File: config.mk
export PLATFORM = sky130hd
export DESIGN_NAME = bvh_leaf_prim_iterator_flat
export DESIGN_NICKNAME = d
export VERILOG_FILES = /design/src/rtl/bvh_leaf_prim_iterator_if.sv /design/src/rtl/bvh_leaf_prim_iterator.sv /design/src/flat_wrapper.sv
export SDC_FILE = /design/constraint.sdc
export NUM_CORES = 1
export LEC_CHECK = 0
export CAP_MARGIN = 20
export CORE_UTILIZATION = 35
export DETAILED_ROUTE_END_ITERATION = 7
export HOLD_SLACK_MARGIN = 0.15
export PLACE_DENSITY = 0.62
export RECOVER_POWER = 25
export SYNTH_ARGS = -nofsm -noshare
export SYNTH_HDL_FRONTEND = slang
export SYNTH_SLANG_ARGS = --single-unit
File: constraint.sdc
create_clock -name clk -period 3.4 [get_ports clk]
set_input_delay 0.85 -clock clk [delete_from_list [all_inputs] [get_ports clk]]
set_output_delay 0.85 -clock clk [all_outputs]
set_load 0.02 [all_outputs]
File: src/rtl/bvh_leaf_prim_iterator_if.sv
// Handshake bundle between leaf decode, primitive intersection and traversal control.
// leaf_any_hit exists only when BVH_LEAF_ANY_HIT_EN is defined.
interface bvh_leaf_prim_iterator_if #(
    parameter int unsigned PRIM_INDEX_WIDTH = 32,
    parameter int unsigned COUNT_WIDTH      = 8,
    parameter int unsigned T_WIDTH          = 32
);
    logic                        leaf_valid;
    logic                        leaf_ready;
    logic [PRIM_INDEX_WIDTH-1:0] leaf_start_prim;
    logic [COUNT_WIDTH-1:0]      leaf_num_prims;
    logic [T_WIDTH-1:0]          leaf_t_max;
`ifdef BVH_LEAF_ANY_HIT_EN
    logic                        leaf_any_hit;
`endif

    logic                        prim_valid;
    logic                        prim_ready;
    logic [PRIM_INDEX_WIDTH-1:0] prim_index;
    logic                        prim_last;

    logic                        isect_valid;
    logic                        isect_hit;
    logic [T_WIDTH-1:0]          isect_t;
    logic [PRIM_INDEX_WIDTH-1:0] isect_prim;

    logic                        done_valid;
    logic                        done_ready;
    logic                        done_hit;
    logic [T_WIDTH-1:0]          done_t;
    logic [PRIM_INDEX_WIDTH-1:0] done_prim;

    // Iterator side
    modport slave (
        input  leaf_valid, leaf_start_prim, leaf_num_prims, leaf_t_max,
`ifdef BVH_LEAF_ANY_HIT_EN
        input  leaf_any_hit,
`endif
        output leaf_ready,
        output prim_valid, prim_index, prim_last,
        input  prim_ready,
        input  isect_valid, isect_hit, isect_t, isect_prim,
        output done_valid, done_hit, done_t, done_prim,
        input  done_ready
    );

    // Environment side
    modport master (
        output leaf_valid, leaf_start_prim, leaf_num_prims, leaf_t_max,
`ifdef BVH_LEAF_ANY_HIT_EN
        output leaf_any_hit,
`endif
        input  leaf_ready,
        input  prim_valid, prim_index, prim_last,
        output prim_ready,
        output isect_valid, isect_hit, isect_t, isect_prim,
        input  done_valid, done_hit, done_t, done_prim,
        output done_ready
    );
endinterface

File: src/rtl/bvh_leaf_prim_iterator.sv
// Walks one BVH leaf's primitive range, issues indices and reduces returned hits to the closest one.
// Optional BVH_LEAF_ANY_HIT_EN: stop issuing after the first accepted hit (shadow rays).
module bvh_leaf_prim_iterator #(
    parameter int unsigned PRIM_INDEX_WIDTH = 32,
    parameter int unsigned COUNT_WIDTH      = 8,
    parameter int unsigned T_WIDTH          = 32
) (
    input logic                     clk,
    input logic                     resetn,
    bvh_leaf_prim_iterator_if.slave bus
);
    localparam int unsigned OUT_WIDTH = COUNT_WIDTH + 1;

    typedef enum logic [1:0] {
        IDLE  = 2'd0,
        ISSUE = 2'd1,
        DRAIN = 2'd2,
        DONE  = 2'd3
    } state_t;

    state_t                      state;
    logic [COUNT_WIDTH-1:0]      remaining;
    logic [OUT_WIDTH-1:0]        outstanding;
    logic [T_WIDTH-1:0]          best_t;
    logic                        best_hit;
    logic [PRIM_INDEX_WIDTH-1:0] best_prim;
`ifdef BVH_LEAF_ANY_HIT_EN
    logic                        any_hit;
`endif

    logic                 busy_c;
    logic                 prim_fire_c;
    logic                 ret_c;
    logic                 better_c;
    logic                 stop_c;
    logic [OUT_WIDTH-1:0] out_next_c;

    // Handshake decode, closest-hit compare and in-flight bookkeeping
    always_comb begin
        busy_c      = (state == ISSUE) || (state == DRAIN);
        prim_fire_c = (state == ISSUE) && bus.prim_valid && bus.prim_ready;
        ret_c       = busy_c && bus.isect_valid && (outstanding != '0);
        better_c    = busy_c && bus.isect_valid && bus.isect_hit &&
                      ($signed(bus.isect_t) < $signed(best_t));
        out_next_c  = outstanding + OUT_WIDTH'(prim_fire_c) - OUT_WIDTH'(ret_c);
        stop_c      = 1'b0;
`ifdef BVH_LEAF_ANY_HIT_EN
        stop_c      = any_hit && (best_hit || better_c);
`endif
    end

    always_ff @(posedge clk or negedge resetn) begin
        if (!resetn) begin
            state          <= IDLE;
            remaining      <= '0;
            outstanding    <= '0;
            best_t         <= '0;
            best_hit       <= 1'b0;
            best_prim      <= '0;
`ifdef BVH_LEAF_ANY_HIT_EN
            any_hit        <= 1'b0;
`endif
            bus.leaf_ready <= 1'b1;
            bus.prim_valid <= 1'b0;
            bus.prim_index <= '0;
            bus.prim_last  <= 1'b0;
            bus.done_valid <= 1'b0;
            bus.done_hit   <= 1'b0;
            bus.done_t     <= '0;
            bus.done_prim  <= '0;
        end else begin
            // Strict less-than keeps the earlier arrival on ties
            if (better_c) begin
                best_t    <= bus.isect_t;
                best_prim <= bus.isect_prim;
                best_hit  <= 1'b1;
            end
            if (busy_c) begin
                outstanding <= out_next_c;
            end

            case (state)
                IDLE: begin
                    if (bus.leaf_valid) begin
                        bus.leaf_ready <= 1'b0;
                        remaining      <= bus.leaf_num_prims;
                        outstanding    <= '0;
                        best_t         <= bus.leaf_t_max;
                        best_hit       <= 1'b0;
                        best_prim      <= '0;
`ifdef BVH_LEAF_ANY_HIT_EN
                        any_hit        <= bus.leaf_any_hit;
`endif
                        if (bus.leaf_num_prims != '0) begin
                            state          <= ISSUE;
                            bus.prim_valid <= 1'b1;
                            bus.prim_index <= bus.leaf_start_prim;
                            bus.prim_last  <= (bus.leaf_num_prims == COUNT_WIDTH'(1));
                        end else begin
                            state          <= DONE;
                            bus.done_valid <= 1'b1;
                            bus.done_hit   <= 1'b0;
                            bus.done_t     <= bus.leaf_t_max;
                            bus.done_prim  <= '0;
                        end
                    end
                end

                ISSUE: begin
                    if (prim_fire_c) begin
                        bus.prim_index <= bus.prim_index + PRIM_INDEX_WIDTH'(1);
                        remaining      <= remaining - COUNT_WIDTH'(1);
                        bus.prim_last  <= (remaining == COUNT_WIDTH'(2));
                        if (remaining == COUNT_WIDTH'(1)) begin
                            bus.prim_valid <= 1'b0;
                            state          <= DRAIN;
                        end
                    end
                    if (stop_c) begin
                        bus.prim_valid <= 1'b0;
                        bus.prim_last  <= 1'b0;
                        state          <= DRAIN;
                    end
                end

                // Leave only once every issued index has reported back
                DRAIN: begin
                    if (outstanding == '0) begin
                        state          <= DONE;
                        bus.done_valid <= 1'b1;
                        bus.done_hit   <= best_hit;
                        bus.done_t     <= best_t;
                        bus.done_prim  <= best_prim;
                    end
                end

                DONE: begin
                    if (bus.done_ready) begin
                        state          <= IDLE;
                        bus.done_valid <= 1'b0;
                        bus.leaf_ready <= 1'b1;
                    end
                end

                default: state <= IDLE;
            endcase
        end
    end
endmodule

File: src/flat_wrapper.sv
// flat-port wrapper written by rule: the top's interface ports become plain ports
module bvh_leaf_prim_iterator_flat 
#(
    parameter int unsigned PRIM_INDEX_WIDTH = 32,
    parameter int unsigned COUNT_WIDTH      = 8,
    parameter int unsigned T_WIDTH          = 32
)
  (clk, resetn, bus_leaf_valid, bus_leaf_start_prim, bus_leaf_num_prims, bus_leaf_t_max, bus_leaf_ready, bus_prim_valid, bus_prim_index, bus_prim_last, bus_prim_ready, bus_isect_valid, bus_isect_hit, bus_isect_t, bus_isect_prim, bus_done_valid, bus_done_hit, bus_done_t, bus_done_prim, bus_done_ready);
  bvh_leaf_prim_iterator_if #(.PRIM_INDEX_WIDTH(PRIM_INDEX_WIDTH), .COUNT_WIDTH(COUNT_WIDTH), .T_WIDTH(T_WIDTH)) bus_i ();
  input logic clk;
  input logic resetn;
  input wire logic [$bits(bus_i.leaf_valid)-1:0] bus_leaf_valid;
  input wire logic [$bits(bus_i.leaf_start_prim)-1:0] bus_leaf_start_prim;
  input wire logic [$bits(bus_i.leaf_num_prims)-1:0] bus_leaf_num_prims;
  input wire logic [$bits(bus_i.leaf_t_max)-1:0] bus_leaf_t_max;
  output wire logic [$bits(bus_i.leaf_ready)-1:0] bus_leaf_ready;
  output wire logic [$bits(bus_i.prim_valid)-1:0] bus_prim_valid;
  output wire logic [$bits(bus_i.prim_index)-1:0] bus_prim_index;
  output wire logic [$bits(bus_i.prim_last)-1:0] bus_prim_last;
  input wire logic [$bits(bus_i.prim_ready)-1:0] bus_prim_ready;
  input wire logic [$bits(bus_i.isect_valid)-1:0] bus_isect_valid;
  input wire logic [$bits(bus_i.isect_hit)-1:0] bus_isect_hit;
  input wire logic [$bits(bus_i.isect_t)-1:0] bus_isect_t;
  input wire logic [$bits(bus_i.isect_prim)-1:0] bus_isect_prim;
  output wire logic [$bits(bus_i.done_valid)-1:0] bus_done_valid;
  output wire logic [$bits(bus_i.done_hit)-1:0] bus_done_hit;
  output wire logic [$bits(bus_i.done_t)-1:0] bus_done_t;
  output wire logic [$bits(bus_i.done_prim)-1:0] bus_done_prim;
  input wire logic [$bits(bus_i.done_ready)-1:0] bus_done_ready;
  assign bus_i.leaf_valid = bus_leaf_valid;
  assign bus_i.leaf_start_prim = bus_leaf_start_prim;
  assign bus_i.leaf_num_prims = bus_leaf_num_prims;
  assign bus_i.leaf_t_max = bus_leaf_t_max;
  assign bus_leaf_ready = bus_i.leaf_ready;
  assign bus_prim_valid = bus_i.prim_valid;
  assign bus_prim_index = bus_i.prim_index;
  assign bus_prim_last = bus_i.prim_last;
  assign bus_i.prim_ready = bus_prim_ready;
  assign bus_i.isect_valid = bus_isect_valid;
  assign bus_i.isect_hit = bus_isect_hit;
  assign bus_i.isect_t = bus_isect_t;
  assign bus_i.isect_prim = bus_isect_prim;
  assign bus_done_valid = bus_i.done_valid;
  assign bus_done_hit = bus_i.done_hit;
  assign bus_done_t = bus_i.done_t;
  assign bus_done_prim = bus_i.done_prim;
  assign bus_i.done_ready = bus_done_ready;
  bvh_leaf_prim_iterator #(.PRIM_INDEX_WIDTH(PRIM_INDEX_WIDTH), .COUNT_WIDTH(COUNT_WIDTH), .T_WIDTH(T_WIDTH)) u_core (.clk(clk), .resetn(resetn), .bus(bus_i));
endmodule
==> run summary, run 1 <==
CTS sink count: 185
register share of total power: 0.318
Slew Limit Fails: 82
Comb power frac: 0.522
slowest stage delay, CP: 410 ps
fin util: 0.4880
Sw Share: 0.4376
area of the core: 28090 um^2
Reg2Reg Depth: 16
Hold-fix buffers, CTS: 0
vias in the first global route: 9000
GRT overflow: 0
synth cell count leaders: dfrtp_1, o21ai_0, nand2_1
H-tree levels: 4
fin crit period: 3137 ps
Critical Path Most Common Cell: ha_1
Worst Path Buf+Inv: 2
CP Capture Type: register
Post-Route WL: 29150 um
initial antenna violation count: 7
Worst Path Max Fanout: 3
die area: 29540 um^2
RSZ-0062 raised after global routing: false
Rel. slew slack: -0.4474
PD cells: 948.2 nW/um^2
cell-by-cell trace of the critical path: inv_1 -> ha_1 -> nor4b_4 -> nand3_2 -> and3_1 -> ha_1 -> inv_1 -> ha_1 -> fa_1 -> a21oi_2 -> nor2_1 -> o31ai_2 -> a21oi_1 -> mux2i_1 -> xnor2_1 -> nor2_1
Main synth FF type: dfrtp_1
Setup TNS: 0 ps
largest net degree at the start of global routing: 131
drt initial violations: 620
clock-pin slew on the worst setup and hold paths: 80 ps
worst slew pin tran: 2171 ps
Post-route DRC: 0
ranking of synthesized cells by area: dfrtp_1, o21ai_0, ha_1
Final ANT Viol Nets: 0
post-layout power: 0.01300 W
Yosys reg bits: 185
first-pass detailed-route iteration total: 5
fin area: 13710 um^2
P_int: 0.007309 W
Max VDD drop: 369.3 uV
Gate Count Post-Synth: 1143
worst min path class: reg -> reg
Worst setup SP type: register
Layout Area Growth over Synthesis: 35.72%
most area-hungry cell type in the Yosys netlist: dfrtp_1
largest family of logic cells by synthesized area: compound AO/OA/AOI/OAI gates
CTS buffer count: 17
final hold violations: 0
CTS tree: yes
All-Layer GR Usage: 0.2005
# rows: 61
clk_lat worst skew: 430 ps
outcome: finished, violations left
Switch Pwr: 0.005687 W
Die Y: 171.9 um
Peak Freq: 318.8 MHz
Synth Area in Compound Gates: 0.2085
clk_skew: 20.33 ps
synth unique cells: 56
total number of vias: 9139
Worst Path Arrival: 3420 ps
initial core utilization: 0.3595
first-pass GRT wire length: 46720 um
Post-Synth XOR/XNOR Area: 0.006071
Die X: 171.9 um
share of the synthesized area in the top cell type: 0.4560
yosys warns: 0
PortBufs: 243
WS Path Type: reg -> reg
Mapped Area: 10100 um^2
placed cell area: 13040 um^2
Ports: 244
maxcap violations: 1
Stages on worst setup path: 16
mean post-synth cell area: 8.835 um^2
via-per-instance ratio: 5.196
Pleak: 5.891 nW
Root Buffer: clkbuf_16
Simple-Gate Fraction of Synth Area: 0.1595
Slowest-stage cell, CP: dfrtp_1
Synth async-reset ratio: 1.000
WL/cell: 16.57 um
mux cell area share after synthesis: 0.04163
layout cells sized above 1: 0.06899
adder-cell share of the synthesized area: 0.06517
Final Cycle Share: 0.9225
cell with the most instances after synthesis: dfrtp_1
critical path required time: 3690 ps
CP top delay family: adder cells
Post-synth EDFFs: 0
Max clock buf depth: 2
Hold Crit Depth: 2
failing checks: capacitance limit, slew limit
global placement routability congestion: 0.8337
Clock Power Share: 0.160
sequential share of the synthesized area: 0.4586
Final #Nets: 1559
hpwl dp: 20540 um
Net Count, Synth: 1338
# setup viols final: 0
==> flip-flops by register name, indices dropped and copies added, names as in the netlist <==
register               flops
u_core.bus.prim_index     32
u_core.bus.done_t         32
u_core.best_hit            1
u_core.bus.done_valid      1
u_core.remaining           8
u_core.best_t             32
u_core.best_prim          32
u_core.bus.prim_valid      1
u_core.bus.leaf_ready      1
u_core.state               2
u_core.outstanding         9
u_core.bus.done_hit        1
u_core.bus.prim_last       1
u_core.bus.done_prim      32
==> worst reg2reg max path, cell delays in order (launching register included) <==
cell     delay, ps
dfrtp_1        410
inv_1          100
ha_1           160
nor4b_4        190
nand3_2        100
and3_1         190
ha_1           270
inv_1           40
ha_1           210
fa_1           410
a21oi_2        140
nor2_1          70
o31ai_2        210
a21oi_1        110
mux2i_1        190
xnor2_1        140
nor2_1          50
==> placed cells by master, fill, tap and decap left out, drive strengths merged, types with 3 or more instances in the layout <==
cell type	Yosys	final
a211oi	6	6
a21o	10	10
a21oi	87	87
a22oi	4	4
a31oi	37	37
and2	3	3
and3	18	18
and4	5	5
buf	27	35
clkbuf	50	19
clkdlybuf4s50	0	242
clkinv	0	7
dfrtp	184	184
diode	0	4
ha	51	51
inv	57	65
mux2i	42	42
nand2	127	127
nand3	100	100
nand4	4	4
nor2	70	70
nor3	13	13
nor4	7	7
o21ai	175	175
o22ai	29	29
xnor2	6	6
==> logic make-up (layout without fill, tap and decap cells) <==
family | count (synthesis) | count (layout)
compound gates | 369 | 369
simple gates | 354 | 354
flops | 185 | 185
buf+inv | 134 | 368
fa+ha+maj | 52 | 52
mux | 42 | 42
xor+xnor | 7 | 7
other cells | 0 | 4
==> worst paths after layout <==
check	from	end	slack, ps
worst max register to register	u_core.outstanding[6]$_DFF_PN0_	u_core.outstanding[8]$_DFF_PN0_	260
worst min register to register	u_core.bus.done_t[25]$_DFFE_PN0P_	u_core.bus.done_t[25]$_DFFE_PN0P_	480
worst max-delay path	u_core.outstanding[6]$_DFF_PN0_	u_core.outstanding[8]$_DFF_PN0_	260
worst min-delay path	u_core.bus.done_t[25]$_DFFE_PN0P_	u_core.bus.done_t[25]$_DFFE_PN0P_	480
max in group asynchronous	resetn	u_core.best_prim[11]$_DFF_PN0_	920
min in group asynchronous	resetn	u_core.remaining[4]$_DFFE_PN0P_	1010
==> what timing repair did <==
item | CTS | global route
buffers inserted | 0 | 1
setup endpoints to repair | 0 | 3
gates resized for setup | 0 | 8
==> per-layer routing <==
layer	track usage	share of wire
met1	0.2582	0.44
met2	0.3290	0.47
met3	0.06294	0.080
met4	0.04309	0.0077
met5	0	0.0015
==> area by class of cell <==
cell class	count	area (um^2)
Sequential cell	185	4631
Multi-Input combinational cell	824	4928
Fill cell	2720	14380
Clock inverter	15	203.9
Clock buffer	17	425.4
Timing Repair Buffer	279	2820
Antenna cell	4	10.01
Tap cell	378	473.0
Inverter	57	214.0
==> power groups by stage <==
stage	Combinational, W	Clock, W	Sequential, W
after floorplan	0.00382	0	0.00457
after global placement	0.00666	0	0.00412
after detailed placement	0.00679	0	0.00414
after CTS	0.00682	0.00216	0.00411
after global routing	0.00761	0.00224	0.00428
final	0.00679	0.00208	0.00413
==> stage by stage <==
stage,worst slack (ps),hold WS (ps),instances
2_1_floorplan,220.0,471.0,1143
3_3_place_gp,-138.8,466.2,1722
3_5_place_dp,-165.0,471.0,1722
4_1_cts,60.14,476.4,1754
5_1_grt,23.86,516.6,1757
6_report,263.5,483.2,1759
Power figures use the tool's default switching activity.
==> inputs of run 2 (changes only) <==
Settings changed: CTS_CLUSTER_DIAMETER from default to 80.
==> results of run 2 <==
Same layout as run 1: the final DEF is identical, and so are final timing and power.
